===== src/rtl/sequence_generator.sv =====
// Serial pattern transmitter: shifts PATTERN out MSB-first for a programmable number of frames,
// with idle-zero gaps between frames and an optional corrupted last bit in the first frame.
module sequence_generator #(
  parameter int                PAT_W      = 4,
  parameter logic [PAT_W-1:0]  PATTERN    = 4'b1100,
  parameter int                GAP_CYCLES = 2,
  parameter int                CNT_W      = 4
) (
  input  logic             clk,
  input  logic             rst_n,
  input  logic             i_start,
  input  logic [CNT_W-1:0] i_repeat_cnt,
  input  logic             i_corrupt,
  input  logic             i_abort,
  output logic             o_tx_out,
  output logic             o_tx_valid,
  output logic             o_busy,
  output logic             o_frame_done,
  output logic             o_done,
  output logic             o_aborted,
  output logic             o_cfg_err,
  output logic [CNT_W-1:0] o_frames_sent
);

  localparam int IDX_W = (PAT_W > 1) ? $clog2(PAT_W) : 1;
  localparam int GAP_W = (GAP_CYCLES > 1) ? $clog2(GAP_CYCLES) : 1;
  localparam logic [IDX_W-1:0] IDX_FIRST = IDX_W'(PAT_W - 1);
  localparam logic [GAP_W-1:0] GAP_LAST  = GAP_W'((GAP_CYCLES > 0) ? GAP_CYCLES - 1 : 0);

  typedef enum logic [1:0] {IDLE, SEND, GAP, DONE} state_t;

  state_t           r_state, w_state;
  logic [IDX_W-1:0] r_idx, w_idx;
  logic [GAP_W-1:0] r_gap, w_gap;
  logic [CNT_W-1:0] r_rep, w_rep;
  logic             r_corrupt, w_corrupt;
  logic [CNT_W-1:0] r_frames_sent, w_frames_sent;
  logic             r_tx_out, w_tx_out;
  logic             r_tx_valid, w_tx_valid;
  logic             r_busy, w_busy;
  logic             r_frame_done, w_frame_done;
  logic             r_done, w_done;
  logic             r_aborted, w_aborted;
  logic             r_cfg_err, w_cfg_err;
  logic             w_last_frame;

  function automatic logic [CNT_W-1:0] sat_inc(input logic [CNT_W-1:0] val);
    return (&val) ? val : val + CNT_W'(1);
  endfunction

  // Bits are indexed counting down, so the current bit is simply PATTERN[idx] and idx==0 is the last.
  assign w_last_frame = ((CNT_W+1)'(r_frames_sent) + (CNT_W+1)'(1)) >= (CNT_W+1)'(r_rep);

  always_comb begin
    w_state       = r_state;
    w_idx         = r_idx;
    w_gap         = r_gap;
    w_rep         = r_rep;
    w_corrupt     = r_corrupt;
    w_frames_sent = r_frames_sent;
    w_tx_out      = 1'b0;
    w_tx_valid    = 1'b0;
    w_busy        = 1'b0;
    w_frame_done  = 1'b0;
    w_done        = 1'b0;
    w_aborted     = 1'b0;
    w_cfg_err     = 1'b0;

    case (r_state)
      IDLE: begin
        if (i_start) begin
          if (i_repeat_cnt != '0) begin
            w_state       = SEND;
            w_idx         = IDX_FIRST;
            w_gap         = '0;
            w_rep         = i_repeat_cnt;
            w_corrupt     = i_corrupt;
            w_frames_sent = '0;
          end else begin
            w_cfg_err = 1'b1;
          end
        end
      end
      SEND: begin
        if (i_abort) begin
          w_state   = IDLE;
          w_idx     = '0;
          w_gap     = '0;
          w_aborted = 1'b1;
        end else if (r_idx == '0) begin
          w_frames_sent = sat_inc(r_frames_sent);
          if (w_last_frame) begin
            w_state = DONE;
          end else if (GAP_CYCLES == 0) begin
            w_idx = IDX_FIRST;
          end else begin
            w_state = GAP;
            w_gap   = '0;
          end
        end else begin
          w_idx = r_idx - IDX_W'(1);
        end
      end
      GAP: begin
        if (i_abort) begin
          w_state   = IDLE;
          w_idx     = '0;
          w_gap     = '0;
          w_aborted = 1'b1;
        end else if (r_gap == GAP_LAST) begin
          w_state = SEND;
          w_idx   = IDX_FIRST;
          w_gap   = '0;
        end else begin
          w_gap = r_gap + GAP_W'(1);
        end
      end
      DONE: begin
        w_state = IDLE;
      end
      default: begin
        w_state = IDLE;
      end
    endcase

    // Outputs are derived from the upcoming state so every output is a plain register.
    if (w_state == SEND) begin
      w_tx_valid   = 1'b1;
      w_frame_done = (w_idx == '0);
      w_tx_out     = PATTERN[w_idx] ^ (w_corrupt && (w_idx == '0) && (w_frames_sent == '0));
    end
    w_busy = (w_state != IDLE);
    w_done = (w_state == DONE);
  end

  always_ff @(posedge clk or negedge rst_n) begin
    if (!rst_n) begin
      r_state       <= IDLE;
      r_idx         <= '0;
      r_gap         <= '0;
      r_rep         <= '0;
      r_corrupt     <= 1'b0;
      r_frames_sent <= '0;
      r_tx_out      <= 1'b0;
      r_tx_valid    <= 1'b0;
      r_busy        <= 1'b0;
      r_frame_done  <= 1'b0;
      r_done        <= 1'b0;
      r_aborted     <= 1'b0;
      r_cfg_err     <= 1'b0;
    end else begin
      r_state       <= w_state;
      r_idx         <= w_idx;
      r_gap         <= w_gap;
      r_rep         <= w_rep;
      r_corrupt     <= w_corrupt;
      r_frames_sent <= w_frames_sent;
      r_tx_out      <= w_tx_out;
      r_tx_valid    <= w_tx_valid;
      r_busy        <= w_busy;
      r_frame_done  <= w_frame_done;
      r_done        <= w_done;
      r_aborted     <= w_aborted;
      r_cfg_err     <= w_cfg_err;
    end
  end

  assign o_tx_out      = r_tx_out;
  assign o_tx_valid    = r_tx_valid;
  assign o_busy        = r_busy;
  assign o_frame_done  = r_frame_done;
  assign o_done        = r_done;
  assign o_aborted     = r_aborted;
  assign o_cfg_err     = r_cfg_err;
  assign o_frames_sent = r_frames_sent;

endmodule


===== config.mk =====
export PLATFORM = sky130hd
export DESIGN_NAME = sequence_generator
export DESIGN_NICKNAME = d
export VERILOG_FILES = /design/src/rtl/sequence_generator.sv
export SDC_FILE = /design/constraint.sdc
export NUM_CORES = 1
export LEC_CHECK = 0
export ABC_AREA = 1
export CAP_MARGIN = 20
export CORE_ASPECT_RATIO = 0.9
export CORE_UTILIZATION = 50
export CTS_CLUSTER_DIAMETER = 200
export DETAILED_ROUTE_END_ITERATION = 8
export PLACE_DENSITY = 0.75
export SYNTH_ARGS = -nofsm -noshare
export SYNTH_HDL_FRONTEND = slang
export SYNTH_SLANG_ARGS = --single-unit

===== constraint.sdc =====
create_clock -name clk -period 3 [get_ports clk]
set_input_delay 0.3 -clock clk [delete_from_list [all_inputs] [get_ports clk]]
set_output_delay 0.3 -clock clk [all_outputs]
set_load 0.01 [all_outputs]

; Word level (Yosys, flattened, before mapping)
; Cells that the tools add are included.
[totals]
reg_bits = 21
in_bits = 9
out_inout_bits = 11
[classes]
addsub = 4
order_cmp = 2
eq_ne = 9
muxes = 42
bitwise_logic = 1
reduce_logical = 13
[ops]
columns = cell, n
row1 = 2-bit 2-to-1 mux, 12
row2 = 1-bit 2-to-1 mux, 20
row3 = 4-bit 2-to-1 mux, 5
row4 = 2-bit case mux with 4 select lines, 1
row5 = 4-bit case mux with 2 select lines, 1
row6 = 2-bit equality test (second input constant), 3
row7 = 2-bit logical NOT, 3
row8 = 3-bit inequality test (second input constant), 2
row9 = 2-bit case mux with 3 select lines, 1
row10 = 4-bit by 1-bit adder with 5-bit output (second input constant), 1
row11 = 5-bit by 4-bit greater-or-equal comparator with 1-bit output, 1
row12 = 5-bit AND reduction, 1
row13 = 4-bit by 1-bit adder with 4-bit output (second input constant), 1
row14 = 2-bit by 1-bit equality test with 1-bit output (second input constant), 2
row15 = 4-bit logical NOT, 1
row16 = 2-bit inequality test (second input constant), 2
row17 = 4-bit AND reduction, 1
row18 = 4-bit nonzero test, 1
row19 = 2-bit by 3-bit < comparator with 1-bit output (second input constant), 1
row20 = 1-bit case mux with 3 select lines, 1
row21 = 3-bit AND reduction, 1
row22 = 3-bit nonzero test, 1
row23 = 1-bit binary-select mux with 2-bit select, 1
row24 = 1-bit logical AND, 2
row25 = other kinds (5), 5

; Depth between registers and ports, before layout
; Gate-level depths: netlist of the first run.
[logic_depth]
ltp_word = 9
mapped_depth = 13

; Least setup slack after synthesis of the first run
; OpenSTA, ideal clock, no wires.
[synth_timing]
kind = reg2reg
start = reg r_frames_sent[0], in the netlist o_frames_sent[0]
end = reg r_tx_out, in the netlist o_tx_out
setup_time_ns = 0.072
arrival_time_ns = 1.701
t_required_ns = 2.928
slack_ns = 1.227
stages_incl_launch_ff = 13
synth_period_minus_slack_ns = 1.773
path_cell_list = dfrtp_1 ha_1 xnor2_1 inv_1 ha_1 nand2_1 nand2_1 nand2_1 nand2_1 nand3_1 nand2_1 nand3_1 nor2_1
[synth_between]
elab_chain_cells = 9
elab_cells_between_ends = 19
classes_between = 2 x add/sub / 1 x order compare / 1 x eq/ne / 11 x mux / 1 x bitwise / 3 x reduce/logical
[synth_rtl]
columns = element, line
row1 = from (decl), 37  ; logic [CNT_W-1:0] r_frames_sent, w_frames_sent;
row2 = from (signal assigned), 157  ; r_frames_sent <= w_frames_sent;
row3 = "parallel branches: the longest is 8 deep, another holds 4-bit by 1-bit adder with 5-bit output", --
row4 = 1-bit 2-to-1 mux (*), 127  ; if (w_state == SEND) begin
row5 = via w_tx_out, 38  ; logic r_tx_out, w_tx_out;
row6 = to (signal assigned), 158  ; r_tx_out <= w_tx_out;
row7 = to (decl), 38
; Mark *: on every way through the listed nets, which the timed path passes.
; A chain may end at the register's enable or synchronous reset.

; Final worst setup path of the first run
; Same ends and word-level chain as after synthesis.

==> impl_metrics.env, run 1 <==
export IMPL_status="complete, no violations"
export IMPL_yosys_warnings=0
export IMPL_final_nets=204
export IMPL_grt_max_degree=22
export IMPL_num_io_pins=20
export IMPL_maxCapViolations=0
export IMPL_fin_area_um2=1525
export IMPL_place_area_um2=1474
export IMPL_yosysUniqueCellTypes=23
export IMPL_crit_slowest_cell="dfrtp_1"
export IMPL_die_area_um2=2728
export IMPL_drc=0
export IMPL_cpMostUsedCell="nand2_1"
export IMPL_synth_top_family_by_area="simple AND/OR/NAND/NOR gates"
export IMPL_cts_tree="done"
export IMPL_vias_per_cell=5.127
export IMPL_finalMaxSlewViolations=0
export IMPL_irDropWorstVdd_mv=0.5845
export IMPL_cp_num_buf_inv=1
export IMPL_cts_sinks=21
export IMPL_worstSetupStartpoint="o_frames_sent[0]"
export IMPL_hold_worst_slack_ps=355.3
export IMPL_dp_cells=207
export IMPL_clk_latency_ps=310
export IMPL_gr_usage_all_layers=0.2222
export IMPL_dp_hpwl_um=1942
export IMPL_critPathArrivalTime_ps=2210
export IMPL_met2_usage=0.3394
export IMPL_post_place_ws_ps=1086
export IMPL_fp_dieW_um=54.94
export IMPL_total_power_mw=1.498
export IMPL_synthToLayoutAreaGrowth_pct=20.93
export IMPL_synth_area_um2=1261
export IMPL_stdcell_count=212
export IMPL_synthTopCellsByArea="dfrtp_1 42%, nand2_1 15%, ha_1 8.9%, inv_1 6.8%, nand3_1 6.0%"
export IMPL_globalRoute_busiestLayer="met2"
export IMPL_cts_hold_buffers=0
export IMPL_layout_commonest_cell="nand2_1"
export IMPL_gr_total_overflow=0
export IMPL_synthSimpleGateAreaFrac=0.3442
export IMPL_core_area_um2=2282
export IMPL_htree_num_levels=1
export IMPL_synthArstFlopShare=1.000
export IMPL_hold_viol=0
export IMPL_synth_adder_area_share=0.08929
export IMPL_first_iter_violations=35
export IMPL_grt_util_met1=0.2910
export IMPL_synth_top_area_share=0.4167
export IMPL_cts_made_buffers=3
export IMPL_routed_wl_um=2562
export IMPL_post_cts_repair_setup_buffers=0
export IMPL_grt_pass1_vias=1045
export IMPL_synth_edf_count=0
export IMPL_worst_setup_path_type="reg2reg"
export IMPL_fin_tns_setup_ps=0
export IMPL_antenna_cells=0
export IMPL_rows=16
export IMPL_firstDrtPassIters=4
export IMPL_rsz0062_at_grt="false"
export IMPL_grt_use_met3=0.07099
export IMPL_crit_chain="ha_1, xnor2_1, inv_1, ha_1, nand2_1, nand2_1, nand2_1, nand2_1, nand3_1, nand2_1, nand3_1, nor2_1"
export IMPL_final_cell_mix="49 x nand2_1, 23 x inv_1, 21 x dfrtp_1"
export IMPL_muxShareOfSynthArea=0
export IMPL_hold_class="in2async"
export IMPL_cts_resized=0
export IMPL_cts_root_buf="clkbuf_4"
export IMPL_maxSlewHeadroom=0.7400
export IMPL_path_delay_family="simple AND/OR/NAND/NOR gates"
export IMPL_wl_per_cell_um=12.08
export IMPL_ant_nets=0
export IMPL_layout_drive_gt1_share=0.1297
export IMPL_ys_ff_latch=21
export IMPL_final_setup_viol_count=0
export IMPL_ys_seq_area_frac=0.4167
export IMPL_synth_nets=180
export IMPL_numPortBuffers=19
export IMPL_die_h_um=49.65
export IMPL_p_leak_nw=0.8150
export IMPL_yosys_area_share_xor_xnor=0.006944
export IMPL_crit_required_ps=3250
export IMPL_start_util=0.5526
export IMPL_min_period_over_period=0.6510
export IMPL_ys_flop_type="dfrtp_1"
export IMPL_vias=1087
export IMPL_max_stage_delay_ps=470
export IMPL_start_kind="flop"
export IMPL_gp_congestion=0.9006
export IMPL_synth_compound_area_frac=0.04563
export IMPL_finish_utilization=0.6683
export IMPL_power_density_nw_per_um2=982.3
export IMPL_finalClockSkew_ps=14.61
export IMPL_clockBufferDepth=2
export IMPL_cts_reportedPaths_clkPinSlew_ps=120
export IMPL_cp_max_fo=7
export IMPL_worst_pin_slew_ps=389.6
export IMPL_antenna_found_initial=0
export IMPL_synthCells=162
export IMPL_fin_crit_ps=1953
export IMPL_cp_end_kind="flop"
export IMPL_grt_pass1_wl_um=4326
export IMPL_fin_ws_ps=1047
export IMPL_fmax_mhz=512.0
export IMPL_syn_avg_cell_area_um2=7.785
export IMPL_r2r_start="o_frames_sent[0]"
export IMPL_synth_area_leader_cell="dfrtp_1"
## cell usage after synthesis (2+ instances only)
cell type / number
a21oi_1: 3
dfrtp_1: 21
ha_1: 9
inv_1: 23
inv_2: 3
nand2_1: 49
nand2_2: 7
nand2_4: 3
nand3_1: 15
nand4_1: 2
nor2_1: 11
nor2_4: 2
o21ai_0: 4
## power by group
part	internal [mW]	total (mW)	switching [mW]	leakage, nW
combinational	0.360	0.873	0.512	0.535
sequential	0.397	0.487	0.0907	0.265
clock	0.0519	0.138	0.0863	0.0150
total	0.809	1.50	0.689	0.815
## routing by layer
metal / up-vias / part of all wire
li1: 548 / -
met1: 503 / 0.46
met2: 32 / 0.48
met3: 4 / 0.053
met4: 0 / 0.011
met5: - / 0
## sequential cells by signal, indices dropped and copies added, names as in the netlist
name and count:
o_cfg_err 1, o_busy 1, o_tx_out 1, o_aborted 1, r_corrupt 1, o_done 1, r_rep 4, o_frame_done 1
o_frames_sent 4, o_tx_valid 1, r_idx 2, r_state 2, r_gap 1
## path summary, 6_finish.rpt
check / endpoint / slack, ps / cells after the start
min in group clk: r_rep[0] / 510 / 2
hold reg to reg: r_rep[0] / 510 / 2
hold / removal: o_tx_out / 360 / 2
setup reg to reg: o_tx_out / 1050 / 12
setup / recovery: o_tx_out / 1050 / 12
max in group asynchronous: o_tx_valid / 2500 / 2
## logic make-up after synthesis
group | Yosys count
compound gates | 10
xor+xnor | 1
fa+ha+maj | 9
buf+inv | 29
flops | 21
simple gates | 92
## area by class of cell
type	count	area, um2
repair buffers	20	215.2
fillers	200	757.0
inverters	28	111.4
multi-input cells	112	613.1
clock buffers	4	26.28
flip-flops and latches	21	525.5
well taps	27	33.78
## worst register-to-register path, delay by kind of cell (launching register included)
| family | cells | cell delay, ps |
|---|---|---|
| xor+xnor | 1 | 190 |
| flops | 1 | 470 |
| buf+inv | 1 | 70 |
| fa+ha+maj | 2 | 540 |
| simple gates | 8 | 640 |
(Power assumes the default switching activity.)
==> run 2: changes to the inputs <==
==> constraint.sdc (replaced) <==
create_clock -name clk -period 2 [get_ports clk]
set_input_delay 0.2 -clock clk [delete_from_list [all_inputs] [get_ports clk]]
set_output_delay 0.2 -clock clk [all_outputs]
set_load 0.01 [all_outputs]
==> run 2 against run 1 <==
Register-to-register slack got worse by 870 ps. Flip-flop and latch count unchanged. Clock power increased by 51%. Routed wire length increased by 0.16%. Maximum frequency increased by 7.4%. Non-clock buffer count increased by 3. First-iteration DRC count decreased by 26%. Global-route usage decreased by 0.17 points. Cell area increased by 0.90%. Worst hold slack got worse by 140 ps.
==> impl_metrics.env, run 2 (synthesis results as in run 1) <==
export IMPL_status="complete, no violations"
export IMPL_core_area_um2=2282
export IMPL_finalMaxSlewViolations=0
export IMPL_vias=1086
export IMPL_place_area_um2=1496
export IMPL_num_io_pins=20
export IMPL_crit_chain="ha_1, xnor2_2, inv_1, ha_1, nand2_1, nand2_1, nand2_1, nand2_1, nand3_1, nand2_1, nand3_1, nor2_1"
export IMPL_firstDrtPassIters=4
export IMPL_rows=16
export IMPL_antenna_found_initial=0
export IMPL_final_cell_mix="49 x nand2_1, 23 x inv_1, 21 x dfrtp_1"
export IMPL_p_leak_nw=0.8295
export IMPL_die_area_um2=2728
export IMPL_layout_commonest_cell="nand2_1"
export IMPL_hold_class="in2async"
export IMPL_finalClockSkew_ps=7.333
export IMPL_grt_max_degree=22
export IMPL_cp_max_fo=4
export IMPL_fin_crit_ps=1818
export IMPL_routed_wl_um=2566
export IMPL_cts_made_buffers=3
export IMPL_wl_per_cell_um=11.93
export IMPL_power_density_nw_per_um2=1499
export IMPL_finish_utilization=0.6743
export IMPL_worst_setup_path_type="reg2reg"
export IMPL_hold_viol=0
export IMPL_clk_latency_ps=310
export IMPL_clockBufferDepth=2
export IMPL_antenna_cells=0
export IMPL_worstSetupStartpoint="o_frames_sent[1]"
export IMPL_critPathArrivalTime_ps=2060
export IMPL_first_iter_violations=26
export IMPL_hold_worst_slack_ps=212.2
export IMPL_maxSlewHeadroom=0.7245
export IMPL_start_kind="flop"
export IMPL_htree_num_levels=1
export IMPL_post_place_ws_ps=164.9
export IMPL_gr_total_overflow=0
export IMPL_r2r_start="o_frames_sent[1]"
export IMPL_drc=0
export IMPL_gp_congestion=0.8945
export IMPL_cp_num_buf_inv=1
export IMPL_crit_slowest_cell="dfrtp_1"
export IMPL_worst_pin_slew_ps=412.8
export IMPL_rr_worst_depth=12
export IMPL_die_h_um=49.65
export IMPL_fin_area_um2=1539
export IMPL_numPortBuffers=19
export IMPL_vias_per_cell=5.051
export IMPL_fmax_mhz=549.9
export IMPL_fin_ws_ps=181.5
export IMPL_fin_tns_setup_ps=0
export IMPL_cts_reportedPaths_clkPinSlew_ps=120
export IMPL_layout_drive_gt1_share=0.1543
export IMPL_cts_root_buf="clkbuf_4"
export IMPL_synthToLayoutAreaGrowth_pct=22.02
export IMPL_cts_tree="done"
export IMPL_cts_sinks=21
export IMPL_final_setup_viol_count=0
export IMPL_ant_nets=0
export IMPL_cp_end_kind="flop"
export IMPL_grt_pass1_wl_um=4181
export IMPL_rrSetupSlack_ps=180
export IMPL_path_delay_family="simple AND/OR/NAND/NOR gates"
export IMPL_maxCapViolations=0
export IMPL_max_stage_delay_ps=430
export IMPL_crit_required_ps=2250
export IMPL_dp_hpwl_um=2017
export IMPL_min_period_over_period=0.9092
export IMPL_fp_dieW_um=54.94
export IMPL_final_nets=207
export IMPL_r2r_end="o_tx_out"
export IMPL_start_util=0.5526
export IMPL_gr_usage_all_layers=0.2205
export IMPL_cpMostUsedCell="nand2_1"
export IMPL_irDropWorstVdd_mv=0.9176
export IMPL_grt_pass1_vias=1004
[run 2: per-stage QoR]
| step | cells | power (mW) |
|---|---|---|
| after floorplan | 162 | 1.660 |
| after global routing | 215 | 2.543 |
| final | 215 | 2.308 |
| after CTS | 214 | 2.300 |
| after global placement | 210 | 2.031 |
| after detailed placement | 210 | 2.089 |
[run 2: worst max-delay path by stage]
stage / endpoint / cells after the start
after floorplan: o_tx_out / 12
after global placement: o_tx_out / 12
after detailed placement: o_tx_out / 12
after CTS: o_tx_out / 12
after global routing: o_tx_out / 12
final: o_tx_out / 12
[run 2: worst register-to-register path, cell delays in order (launching register included)]
cell and delay (ps):
dfrtp_1 430, ha_1 250, xnor2_2 160, inv_1 60, ha_1 260, nand2_1 50, nand2_1 50, nand2_1 40
nand2_1 60, nand3_1 60, nand2_1 80, nand3_1 110, nor2_1 130
[run 2: final cells by class]
cell class | instances | area [um2]
tap | 27 | 33.78
fill | 206 | 743.2
clock buffer | 3 | 22.52
timing repair buffer | 23 | 220.2
inverter | 28 | 111.4
clock inverter | 1 | 5.005
multi-input combinational | 112 | 620.6
sequential | 21 | 525.5
[run 2: layer usage]
layer,GRT usage,vias up,part of all wire
li1,-,554,-
met1,0.2885,504,0.47
met2,0.3434,23,0.48
met3,0.05556,5,0.039
met4,0.08333,0,0.014
met5,0,-,0
[run 2: repair_timing]
| item | in CTS | in global routing |
|---|---|---|
| setup endpoints to repair | 0 | 5 |
| hold endpoints to repair | 0 | 0 |
| gates resized for setup | 0 | 1 |
| setup buffers | 0 | 1 |
| hold buffers | 0 | 0 |
[run 2: where the power goes]
group | internal, mW | leakage [nW] | switching [mW]
logic | 0.584 | 0.546 | 0.799
registers | 0.595 | 0.265 | 0.122
clock network | 0.0748 | 0.0177 | 0.133
==> run 3: changes to the inputs <==
--- a/config.mk
+++ b/config.mk
@@ -8,6 +8,7 @@
 export ABC_AREA = 1
 export CAP_MARGIN = 20
 export CORE_ASPECT_RATIO = 0.9
+export CORE_MARGIN = 10
 export CORE_UTILIZATION = 50
 export CTS_CLUSTER_DIAMETER = 200
 export DETAILED_ROUTE_END_ITERATION = 8
==> run 3 against run 2 <==
Worst hold slack gained 6.4 ps. Count of clock-buffer cells in the layout is the same. Critical path type unchanged. Power down 0.50%. Worst setup slack improved by 5.7 ps. Clock skew down 2.9 ps. Critical path depth unchanged. Cell area about the same.
==> impl_metrics.env, run 3 (synthesis results as in run 1) <==
export IMPL_rows=17
export IMPL_wl_met1_um=1223
export IMPL_ant_nets=0
export IMPL_final_nets=207
export IMPL_final_cell_mix="49 x nand2_1, 23 x inv_1, 21 x dfrtp_1"
export IMPL_met2WireLength_um=1315
export IMPL_antenna_cells=0
export IMPL_vias_per_cell=5.046
export IMPL_status="complete, no violations"
export IMPL_wl_per_cell_um=12.40
export IMPL_core_area_um2=2425
export IMPL_fmax_mhz=551.6
export IMPL_dp_cells=211
export IMPL_highest_layer="met4"
export IMPL_synthToLayoutAreaGrowth_pct=22.12
export IMPL_die_h_um=67.65
export IMPL_cts_sinks=21
export IMPL_cts_made_buffers=3
export IMPL_start_kind="flop"
export IMPL_die_area_um2=4934
export IMPL_cts_tree="done"
export IMPL_ff_latch_area_um2=525.5
export IMPL_routed_wl_um=2679
export IMPL_cts_root_buf="clkbuf_4"
export IMPL_vias=1090
export IMPL_firstDrtPassIters=4
export IMPL_met3_length_um=108
export IMPL_hold_class="in2async"
export IMPL_gr_total_overflow=0
export IMPL_fin_tns_setup_ps=0
export IMPL_hold_viol=0
export IMPL_drc=0
export IMPL_cp_max_fo=3
export IMPL_nFillCells=239
export IMPL_post_place_ws_ps=165.8
export IMPL_fp_dieW_um=72.94
export IMPL_hold_worst_slack_ps=218.6
export IMPL_final_setup_viol_count=0
export IMPL_num_io_pins=20
export IMPL_gr_usage_all_layers=0.1171
export IMPL_htree_num_levels=1
export IMPL_clk_latency_ps=300
export IMPL_finalMaxSlewViolations=0
export IMPL_rsz0062_at_grt="false"
export IMPL_power_density_nw_per_um2=1491
export IMPL_worst_pin_slew_ps=384.3
export IMPL_layout_drive_gt1_share=0.1543
export IMPL_critPathArrivalTime_ps=2050
export IMPL_crit_required_ps=2240
export IMPL_multiInputGateArea_um2=620.6
export IMPL_numPortBuffers=19
export IMPL_grt_max_degree=22
export IMPL_finalClockSkew_ps=4.442
export IMPL_start_util=0.5201
export IMPL_stdcell_count=216
export IMPL_maxCapViolations=0
export IMPL_min_period_over_period=0.9064
export IMPL_cts_hold_buffers=0
export IMPL_gp_congestion=0.8135
export IMPL_p_leak_nw=0.8295
export IMPL_first_iter_violations=104
export IMPL_cp_end_kind="flop"
export IMPL_antenna_found_initial=0
export IMPL_grt_pass1_vias=1093
export IMPL_clockBufferDepth=2
export IMPL_cts_reportedPaths_clkPinSlew_ps=120
export IMPL_maxSlewHeadroom=0.7435
export IMPL_fin_ws_ps=187.2
export IMPL_fin_crit_ps=1813
export IMPL_layout_commonest_cell="nand2_1"
export IMPL_dp_hpwl_um=2126
export IMPL_grt_pass1_wl_um=4685
export IMPL_irDropWorstVdd_mv=0.8557
export IMPL_worst_setup_path_type="reg2reg"
-- run 3: final timing paths --
path | from | end | slack [ps] | depth (start not counted)
setup / recovery | o_frames_sent[1] | o_frame_done | 190 | 12
hold / removal | rst_n | r_gap | 220 | 2
setup reg to reg | o_frames_sent[1] | o_frame_done | 190 | 12
hold reg to reg | r_rep[0] | r_rep[0] | 500 | 2
max in group asynchronous | rst_n | o_frames_sent[2] | 1560 | 2
min in group clk | i_abort | o_aborted | 450 | 3
-- run 3: critical path: stages, from the launching register on --
cell,delay (ps)
dfrtp_1,420
ha_1,250
xnor2_2,170
inv_1,60
ha_1,260
nand2_1,50
nand2_1,50
nand2_1,40
nand2_1,70
nand3_1,70
nand2_1,80
nand3_1,110
nor2_1,130
-- run 3: layout make-up --
class / count / area share
clock buffers: 3 / 0.01462
clock inverters: 1 / 0.003249
inverters: 28 / 0.07230
multi-input cells: 112 / 0.4029
flip-flops and latches: 21 / 0.3412
well taps: 28 / 0.02275
repair buffers: 23 / 0.1430
-- run 3: metrics by stage --
stage | power (mW) | instance area [um2] | util
after CTS | 2.289 | 1525 | 0.6290
after detailed placement | 2.078 | 1498 | 0.6176
final | 2.296 | 1540 | 0.6352
after global placement | 2.039 | 1498 | 0.6176
after global routing | 2.565 | 1540 | 0.6352
after floorplan | 1.660 | 1261 | -
-- run 3: where the power goes --
part | leakage, nW | switching, mW | total [mW] | internal, mW
combinational | 0.546 | 0.797 | 1.38 | 0.580
clock | 0.0177 | 0.128 | 0.203 | 0.0746
sequential | 0.265 | 0.121 | 0.716 | 0.595
total | 0.830 | 1.05 | 2.30 | 1.25
-- run 3: metal layers --
layer  vias up  GRT usage
met1       513     0.1377
met2        19     0.2067
met5         -          0
met3         4    0.02343
li1        554          -
met4         0    0.04265
-- run 3: timing repair --
action                                  CTS  global route
resized for setup                         0             1
endpoints found under the setup margin    0             2
setup buffers                             0             1
